<file path="src/rtl/regfile_pkg.sv">
// Shared register-file constants and the saturating drop-counter helper used
// by the writeback arbiter.
package regfile_pkg;

    localparam int unsigned REG_ADDR_W = 5;
    localparam int unsigned REG_DATA_W = 32;
    localparam logic [REG_ADDR_W-1:0] REG_ZERO = 5'd0;

    localparam int unsigned DROP_W = 8;
    localparam logic [DROP_W-1:0] DROP_MAX = 8'd255;

    function automatic logic [DROP_W-1:0] sat_inc(input logic [DROP_W-1:0] count);
        return (count == DROP_MAX) ? count : count + 1'b1;
    endfunction

endpackage

</file>
<file path="src/rtl/rr_arbiter.sv">
// Round-robin grant: searches ptr, ptr+1, ... (mod NUM_REQ) for the first request,
// producing a one-hot grant and the matching binary index.
module rr_arbiter #(
    parameter int unsigned NUM_REQ = 3,
    localparam int unsigned IDX_W = (NUM_REQ > 1) ? $clog2(NUM_REQ) : 1
) (
    input  logic [NUM_REQ-1:0] req,
    input  logic [IDX_W-1:0]   ptr,
    output logic [NUM_REQ-1:0] grant,
    output logic [IDX_W-1:0]   idx
);

    logic             found;
    logic [IDX_W-1:0] pos;

    always_comb begin
        grant = '0;
        idx   = '0;
        found = 1'b0;
        pos   = '0;
        for (int unsigned k = 0; k < NUM_REQ; k++) begin
            pos = IDX_W'((32'(ptr) + k) % NUM_REQ);
            if (!found && req[pos]) begin
                found      = 1'b1;
                grant[pos] = 1'b1;
                idx        = pos;
            end
        end
    end

endmodule

</file>
<file path="src/rtl/regfile_write_arbiter.sv">
// Shares the regfile write port among NUM_REQ writeback sources with a registered
// output stage. Optional write-bypass compare enabled by macro WB_BYPASS_EN.
module regfile_write_arbiter
    import regfile_pkg::*;
#(
    parameter int unsigned NUM_REQ = 3,
    parameter int unsigned DATA_W  = REG_DATA_W,
    parameter int unsigned ADDR_W  = REG_ADDR_W
) (
    input  logic                      clock,
    input  logic                      ctrl_reset_n,
    input  logic                      hold,
    input  logic [NUM_REQ-1:0]        req_valid,
    input  logic [NUM_REQ*ADDR_W-1:0] req_reg,
    input  logic [NUM_REQ*DATA_W-1:0] req_data,
    output logic [NUM_REQ-1:0]        req_ready,
`ifdef WB_BYPASS_EN
    input  logic [ADDR_W-1:0]         byp_readRegA,
    input  logic [ADDR_W-1:0]         byp_readRegB,
    output logic                      byp_hitA,
    output logic                      byp_hitB,
    output logic [DATA_W-1:0]         byp_dataA,
    output logic [DATA_W-1:0]         byp_dataB,
`endif
    output logic                      ctrl_writeEnable,
    output logic [ADDR_W-1:0]         ctrl_writeReg,
    output logic [DATA_W-1:0]         data_writeReg,
    output logic [DROP_W-1:0]         drop_count
);

    localparam int unsigned IDX_W = (NUM_REQ > 1) ? $clog2(NUM_REQ) : 1;

    logic [NUM_REQ-1:0] eligible;
    logic [NUM_REQ-1:0] grant;
    logic [IDX_W-1:0]   idx;
    logic [IDX_W-1:0]   rr_ptr;
    logic               handshake;
    logic [ADDR_W-1:0]  sel_reg;
    logic [DATA_W-1:0]  sel_data;
    logic               sel_is_zero;

    assign eligible = req_valid & {NUM_REQ{~hold}};

    rr_arbiter #(.NUM_REQ(NUM_REQ)) u_arb (
        .req   (eligible),
        .ptr   (rr_ptr),
        .grant (grant),
        .idx   (idx)
    );

    // Ready is masked during reset so no source sees a handshake the stage will discard.
    assign req_ready   = ctrl_reset_n ? grant : '0;
    assign handshake   = |(req_valid & req_ready);
    assign sel_reg     = req_reg[idx*ADDR_W +: ADDR_W];
    assign sel_data    = req_data[idx*DATA_W +: DATA_W];
    assign sel_is_zero = (sel_reg == ADDR_W'(REG_ZERO));

    always_ff @(posedge clock or negedge ctrl_reset_n) begin
        if (!ctrl_reset_n) begin
            rr_ptr           <= '0;
            ctrl_writeEnable <= 1'b0;
            ctrl_writeReg    <= '0;
            data_writeReg    <= '0;
            drop_count       <= '0;
        end else if (handshake) begin
            ctrl_writeEnable <= !sel_is_zero;
            ctrl_writeReg    <= sel_reg;
            data_writeReg    <= sel_data;
            rr_ptr           <= (idx == IDX_W'(NUM_REQ - 1)) ? '0 : idx + 1'b1;
            if (sel_is_zero) begin
                drop_count <= sat_inc(drop_count);
            end
        end else begin
            ctrl_writeEnable <= 1'b0;
        end
    end

`ifdef WB_BYPASS_EN
    assign byp_hitA  = ctrl_writeEnable & (ctrl_writeReg == byp_readRegA);
    assign byp_hitB  = ctrl_writeEnable & (ctrl_writeReg == byp_readRegB);
    assign byp_dataA = byp_hitA ? data_writeReg : '0;
    assign byp_dataB = byp_hitB ? data_writeReg : '0;
`endif

endmodule

</file>
<file path="config.mk">
export PLATFORM = sky130hd
export DESIGN_NAME = regfile_write_arbiter
export DESIGN_NICKNAME = d
export VERILOG_FILES = /design/src/rtl/regfile_pkg.sv /design/src/rtl/rr_arbiter.sv /design/src/rtl/regfile_write_arbiter.sv
export SDC_FILE = /design/constraint.sdc
export NUM_CORES = 1
export LEC_CHECK = 0
export CELL_PAD_IN_SITES_DETAIL_PLACEMENT = 0
export CELL_PAD_IN_SITES_GLOBAL_PLACEMENT = 1
export CORE_AREA = 4 4 107 109
export CTS_BUF_LIST = sky130_fd_sc_hd__clkbuf_2
export DETAILED_ROUTE_END_ITERATION = 8
export DIE_AREA = 0 0 111 113
export PLACE_DENSITY_LB_ADDON = 0.1
export SKIP_LAST_GASP = 1
export SYNTH_ARGS = -nofsm -noshare
export SYNTH_HDL_FRONTEND = slang
export SYNTH_HIERARCHICAL = 1
export SYNTH_SLANG_ARGS = --single-unit
export TNS_END_PERCENT = 5
</file>
<file path="constraint.sdc">
create_clock -name clock -period 3.3 [get_ports clock]
set_input_delay 0.825 -clock clock [delete_from_list [all_inputs] [get_ports clock]]
set_output_delay 0.825 -clock clock [all_outputs]
set_load 0.05 [all_outputs]
</file>
# Word level (Yosys, flattened, before mapping)
# Cells that the tools add are included.
# Widths: inputs -> output; s select.
dict set report op_classes {
  n_mux 23
  n_addsub 4
  div 3
  eq_ne 2
  bitwise 6
  magnitude_cmp 6
  shifts 2
  multipliers 1
  n_reduce_logical 11
}
# op n
set ops {}
lappend ops {{$shiftx 96x8->32} 1}
lappend ops {{$mod 32x2->32 const B} 2}
lappend ops {{$mod 2x2->32 const B} 1}
lappend ops {{$shiftx 15x6->5} 1}
lappend ops {{$mux 3} 4}
lappend ops {{$lt 2x3->1 const B} 3}
lappend ops {{$mux 1} 9}
lappend ops {{$add 8x1->8 const B} 1}
lappend ops {{$eq 8x8->1 const B} 1}
lappend ops {{$mux 2} 4}
lappend ops {{$and 3x3->3} 2}
lappend ops {{$bmux 1 s2} 3}
lappend ops {{$demux 1 s2} 3}
lappend ops {{$ge 2x1->1 const B} 3}
lappend ops {{$or 3x3->3} 2}
lappend ops {{$logic_and 1x1->1} 5}
lappend ops {{$logic_not 5->1} 1}
lappend ops {{$mul 2x3->5 const B} 1}
lappend ops {{$add 2x1->3 const B} 1}
lappend ops {{$add 2x2->3 const B} 1}
lappend ops {{$logic_not 1->1} 3}
lappend ops {{$reduce_and 3->1} 1}
lappend ops {{$reduce_or 3->1} 1}
lappend ops {{$add 2x1->2 const B} 1}
lappend ops {{2 further kinds} 3}
dict set report totals {
  elab_cells 63
  out_inout_bits 49
  reg_bits 48
  inputBits 117
}

# Depth between registers and ports, before layout
dict set report logic_depth {
  depth_word 16
  depth_mapped 13
  depth_no_buf 11
}

# Modules after synthesis
# The synthesis kept the hierarchy.
# module cells_per_inst n_inst seq_area_each_um2 area_each_um2
set modules_own_cells {}
lappend modules_own_cells {regfile_write_arbiter 291 1 1201.2 2643.8}
lappend modules_own_cells {rr_arbiter 38 1 0.0 266.5}

# Least setup slack after synthesis
# Ideal clock, no wire load.
dict set report synth_path {
  path_kind {input to register}
  from {in req_valid[1]}
  to {reg drop_count[6]}
  t_required_ps 3172
  arrival_time_ps 3180
  cell_stages 11
  n_path_buf 1
  slack_ps -8
  path_cell_list {nor2b_1 mux2i_1 o22ai_1 a311oi_1 a21oi_1 buf_6 mux2i_1 o2bb2ai_1 nor4_4 nand4_1 mux2_1}
}
dict set report synth_between {
  elab_chain_len 14
  elab_cells_between_ends 28
}
# item line
set synth_rtl {}
lappend synth_rtl {{start, declared} regfile_write_arbiter.sv:13} ;# input logic [NUM_REQ-1:0] req_valid,
lappend synth_rtl {{$and 3x3->3 *} regfile_write_arbiter.sv:42} ;# assign eligible = req_valid & {NUM_REQ{~hold}};
lappend synth_rtl {{$bmux 1 s2} rr_arbiter.sv:23} ;# if (!found && req[pos]) begin
lappend synth_rtl {{$mux 1 (implied by the code)} rr_arbiter.sv:23}
lappend synth_rtl {{$mux 1} rr_arbiter.sv:23}
lappend synth_rtl {{$logic_not 1->1} rr_arbiter.sv:23}
lappend synth_rtl {{$logic_and 1x1->1} rr_arbiter.sv:23}
lappend synth_rtl {{$mux 1} rr_arbiter.sv:23}
lappend synth_rtl {{$logic_not 1->1} rr_arbiter.sv:23}
lappend synth_rtl {{$logic_and 1x1->1} rr_arbiter.sv:23}
lappend synth_rtl {{$mux 2 *} rr_arbiter.sv:23}
lappend synth_rtl {{named net idx[1]} regfile_write_arbiter.sv:35} ;# logic [IDX_W-1:0] idx;
lappend synth_rtl {{$mul 2x3->5 *} regfile_write_arbiter.sv:54} ;# assign sel_reg = req_reg[idx*ADDR_W +: ADDR_W];
lappend synth_rtl {{$shiftx 15x6->5 *} regfile_write_arbiter.sv:54}
lappend synth_rtl {{$logic_not 5->1 *} regfile_write_arbiter.sv:56} ;# assign sel_is_zero = (sel_reg == ADDR_W'(REG_ZERO));
lappend synth_rtl {{$reduce_and 3->1 (no source line) *} n/a}
lappend synth_rtl {{end signal, assigned} regfile_write_arbiter.sv:71} ;# drop_count <= sat_inc(drop_count);
lappend synth_rtl {{end, declared} regfile_write_arbiter.sv:28} ;# output logic [DROP_W-1:0] drop_count
# The timed path passes the listed nets; every way through them passes the cells marked *. The select of a mux whose other input is x is not followed.
# A chain may end at the register's enable or synchronous reset.

# Worst setup path after layout
dict set report layout_path {
  from {in hold}
  to {out req_ready[0]}
}
dict set report layout_between {
  elab_chain_len 12
  elab_cells_between_ends 20
}
# item line
set layout_rtl {}
lappend layout_rtl {{start, declared} regfile_write_arbiter.sv:12} ;# input logic hold,
lappend layout_rtl {{$not 1->1 *} regfile_write_arbiter.sv:42}
lappend layout_rtl {{$and 3x3->3 *} regfile_write_arbiter.sv:42}
lappend layout_rtl {{named net eligible[2]} regfile_write_arbiter.sv:33} ;# logic [NUM_REQ-1:0] eligible;
lappend layout_rtl {{$bmux 1 s2} rr_arbiter.sv:23}
lappend layout_rtl {{$mux 1 (implied by the code)} rr_arbiter.sv:23}
lappend layout_rtl {{$mux 1} rr_arbiter.sv:23}
lappend layout_rtl {{$logic_not 1->1} rr_arbiter.sv:23}
lappend layout_rtl {{$logic_and 1x1->1} rr_arbiter.sv:23}
lappend layout_rtl {{$mux 1} rr_arbiter.sv:23}
lappend layout_rtl {{$logic_not 1->1} rr_arbiter.sv:23}
lappend layout_rtl {{$logic_and 1x1->1} rr_arbiter.sv:23}
lappend layout_rtl {{$mux 3 *} rr_arbiter.sv:23}
lappend layout_rtl {{named net grant[0]} regfile_write_arbiter.sv:34} ;# logic [NUM_REQ-1:0] grant;
lappend layout_rtl {{$mux 3 *} regfile_write_arbiter.sv:52} ;# assign req_ready = ctrl_reset_n ? grant : '0;
lappend layout_rtl {{end, declared} regfile_write_arbiter.sv:16} ;# output logic [NUM_REQ-1:0] req_ready,
# Marks and branches as above.

==> key figures <==
Drt
  – Avg WL per Cell: between 10 and 15 um
  – Antenna-violating nets left: 0
  – Post-route DRC: 0
  – Starting DRT DRC Count: 112
  – Vias: between 3000 and 4000
  – Detailed-route wire length: 9590 um
  – Vias per Instance: 4.67
  – DRT Pass-1 Iters: 4

Critical path
  – Reg-to-Reg Start: rr_ptr[0]$_DFFE_PN0P_
  – Worst Path Required: 2.47 ns
  – CP Class: in -> out
  – Top fanout value on the critical path: 5
  – Worst r2r path cells: 13
  – CP startpoint kind: input port
  – R2R Setup Slk: 0.17 ns
  – Worst setup path start: hold
  – Crit Reg-Reg Endpoint: drop_count[6]$_DFFE_PN0P_
  – WP data arrival: about 2.4 ns
  – Setup crit end kind: primary output

Job
  – MaxCap Viol Count: 0

Synth
  – Syn_nets: 451
  – Asr flop ratio synth: 100%
  – Most used DFF post-synth: dfrtp_1
  – Post-synth EDFFs: 0
  – Register area share after synthesis: 41.3%
  – Synthesized instance count: 329
  – Yosys cell types: 40
  – #FFs+latches synth: 48
  – Synth Area per Inst: 8.85 sq um
  – Yosys warning total: 6
  – Post-Syn Area: a little under 0.003 sq mm

Finish
  – Nets: 632
  – Register area: approximately 0.0012 sq mm
  – Post-route cell area: 0.00503 sq mm
  – Non-filler instance count after layout: 650
  – Layout area overhead: 73.0%
  – FILL cells: 1046
  – Share of cells above drive strength 1: 13.1%
  – Area of the multi-input gates: 0.00169 sq mm
  – Finished Core Util: 47.5%
  – ANT cells: 0

Clock tree
  – Htree depth: 2
  – Clk sinks: 48
  – Insertion delay of the later-clocked pin in the worst-skew pair: 0.41 ns
  – Cts hold-fix bufs: 0
  – CTS tree: yes
  – Clk pin slew, worst setup/hold paths: 0.24 ns
  – CTS Buffer Depth: 2
  – CTS root buf: clkbuf_2
  – CTS Buf Count: 5

Pwr
  – Seq pwr share: a little over a fifth
  – Total power: between 4 and 5 mW
  – Sw frac: 51.5%
  – Worst IR Drop VDD: 0.355 mV
  – Clock power share: between 5 and 6%
  – Combinational Power Share: 73.2%
  – Switching power total: ~2.3 mW
  – Pwr dens: 890 mW/mm^2
  – Pint: 2.17 mW
  – Static Leak: 2.10 nW

GRT
  – Initial antenna violation count: 0
  – GRT Resource Usage Total: 14.9%
  – GR Overflow Total: 0
  – Vias in the first global route: 3123
  – First-pass GRT wire length: 15400 um
  – Largest net degree at the start of global routing: 61

STA
  – Post-layout minimum cycle time: 3.24 ns
  – Max Transition Viols Final: 0
  – Worst rel slew slack: between 60% and 70%
  – Clk_skew: ~0.011 ns
  – Final worst setup slack: 0.0580 ns
  – Final hold viol count: 0
  – Slew @ Worst Pin: 0.536 ns
  – Tcrit/Tclk final: 98.2%
  – RSZ-0062 raised after global routing: yes
  – Setup-failing EPs final: 0
  – Fmax: 308 MHz

Outcome
  – Status: finished clean

Placed design
  – Pre-CTS setup slack: -0.504 ns
  – Gpl congestion: 0.821
  – Hpwl dp: 7470 um
  – IO Port Bufs: 165
  – Cell Area, Placed: 0.00489 sq mm
  – Cells after DPL: 639

Floorplan
  – DIE HEIGHT: 113 um
  – Core Rows: 38
  – Core ar.: 0.0106 sq mm
  – Initial Util: 27.4%
  – Die Wd: 111 um
  – Die area: 0.0125 sq mm
  – Ports: 166

Hold path
  – Class of the worst hold path: in -> async
-- kinds of logic (layout without fill, tap and decap cells) --
logic type	Yosys count	count (layout)	share of synthesized area, %
simple gates	105	105	16.6
compound gates	91	91	17.8
flops	48	48	41.3
mux	47	47	16.5
buf+inv	29	210	4.43
fa+ha+maj	5	5	2.15
xor+xnor	4	4	1.20
-- critical path, cell delays in order --
cell           delay, ns
dlygate4sd2_1       0.32
nor2b_4             0.19
mux2i_1             0.12
buf_4               0.16
a211oi_2            0.21
a31oi_1             0.08
o22ai_2             0.20
and2_4              0.18
buf_12              0.13
-- flip-flops by register name, indices dropped and copies added (netlist names) --
register	flops
data_writeReg	32
drop_count	8
ctrl_writeReg	5
rr_ptr	2
ctrl_writeEnable	1
-- layer usage --
layer,share of wire [%],global-route usage [%],vias to the layer above
li1,-,-,1511
met1,39,17.1,1412
met2,52,26.6,103
met3,7.6,5.08,10
met4,1.4,3.69,0
met5,0,0,-
-- cells in the mapped netlist, drive strengths merged, types with 6 or more instances --
library cell	count	area (sq um)
dfrtp	48	1200
a21oi	39	195
mux2i	39	390
nor2	39	146
nand2	38	143
o21ai	33	165
buf	12	65.1
clkbuf	9	33.8
inv	8	30.0
mux2	8	90.1
nand3	7	35.0
nor2b	6	37.5
-- area by class of cell --
type / count / area share [%]
Inverter: 8 / 0.596
Tap cell: 140 / 3.48
Clock buffer: 5 / 0.497
Clock inverter: 2 / 0.249
Timing Repair Buffer: 195 / 37.7
Multi-Input combinational cell: 252 / 33.5
Sequential cell: 48 / 23.9
-- per-stage QoR --
stage	TNS, ns	hold slack, ns
final	0	0.440
after global routing	-0.0433	0.395
after CTS	-0.00776	0.414
after detailed placement	-15.33	0.470
after global placement	-12.60	0.461
after floorplan	0	0.505
-- placed cells by master, fill, tap and decap left out, types with 2 or more instances in the layout --
master             n
a31oi_1            2
ha_1               3
nor2_1            38
nand4_1            2
dlygate4sd2_1      3
mux2_1             3
or2_1              2
xnor2_1            4
nand3_1            7
a21oi_1           37
clkbuf_2           5
mux2i_1           38
nand2_1           38
mux2_2             5
inv_1              7
buf_12             3
dfrtp_1           47
and2_4             2
buf_4             30
o21ai_0           32
nor2b_4            5
o2bb2ai_1          5
clkdlybuf4s50_1  157
-- what timing repair did --
item,in CTS,in global routing
resized for setup,17,8
setup buffers,2,2
pin swaps,5,3
endpoints found under the setup margin,6,9
hold endpoints to repair,0,0
-- power by group through the flow --
stage          clock [mW]  combinational, mW  sequential (mW)
6_report            0.233               3.28            0.969
5_1_grt             0.274               3.56             1.01
4_1_cts             0.249               3.26            0.969
3_5_place_dp            0               3.21            0.979
3_3_place_gp            0               3.19            0.971
2_1_floorplan           0               1.32             1.74
-- worst max path at each step --
stage | endpoint | cells past startpoint | slack [ns]
2_1_floorplan | drop_count[6]$_DFFE_PN0P_ | 11 | 0.03
3_3_place_gp | drop_count[6]$_DFFE_PN0P_ | 12 | -0.44
3_5_place_dp | drop_count[6]$_DFFE_PN0P_ | 13 | -0.50
4_1_cts | req_ready[0] | 9 | -0.008
5_1_grt | req_ready[0] | 9 | -0.03
6_report | req_ready[0] | 9 | 0.06
Power figures use the tool's default switching activity.
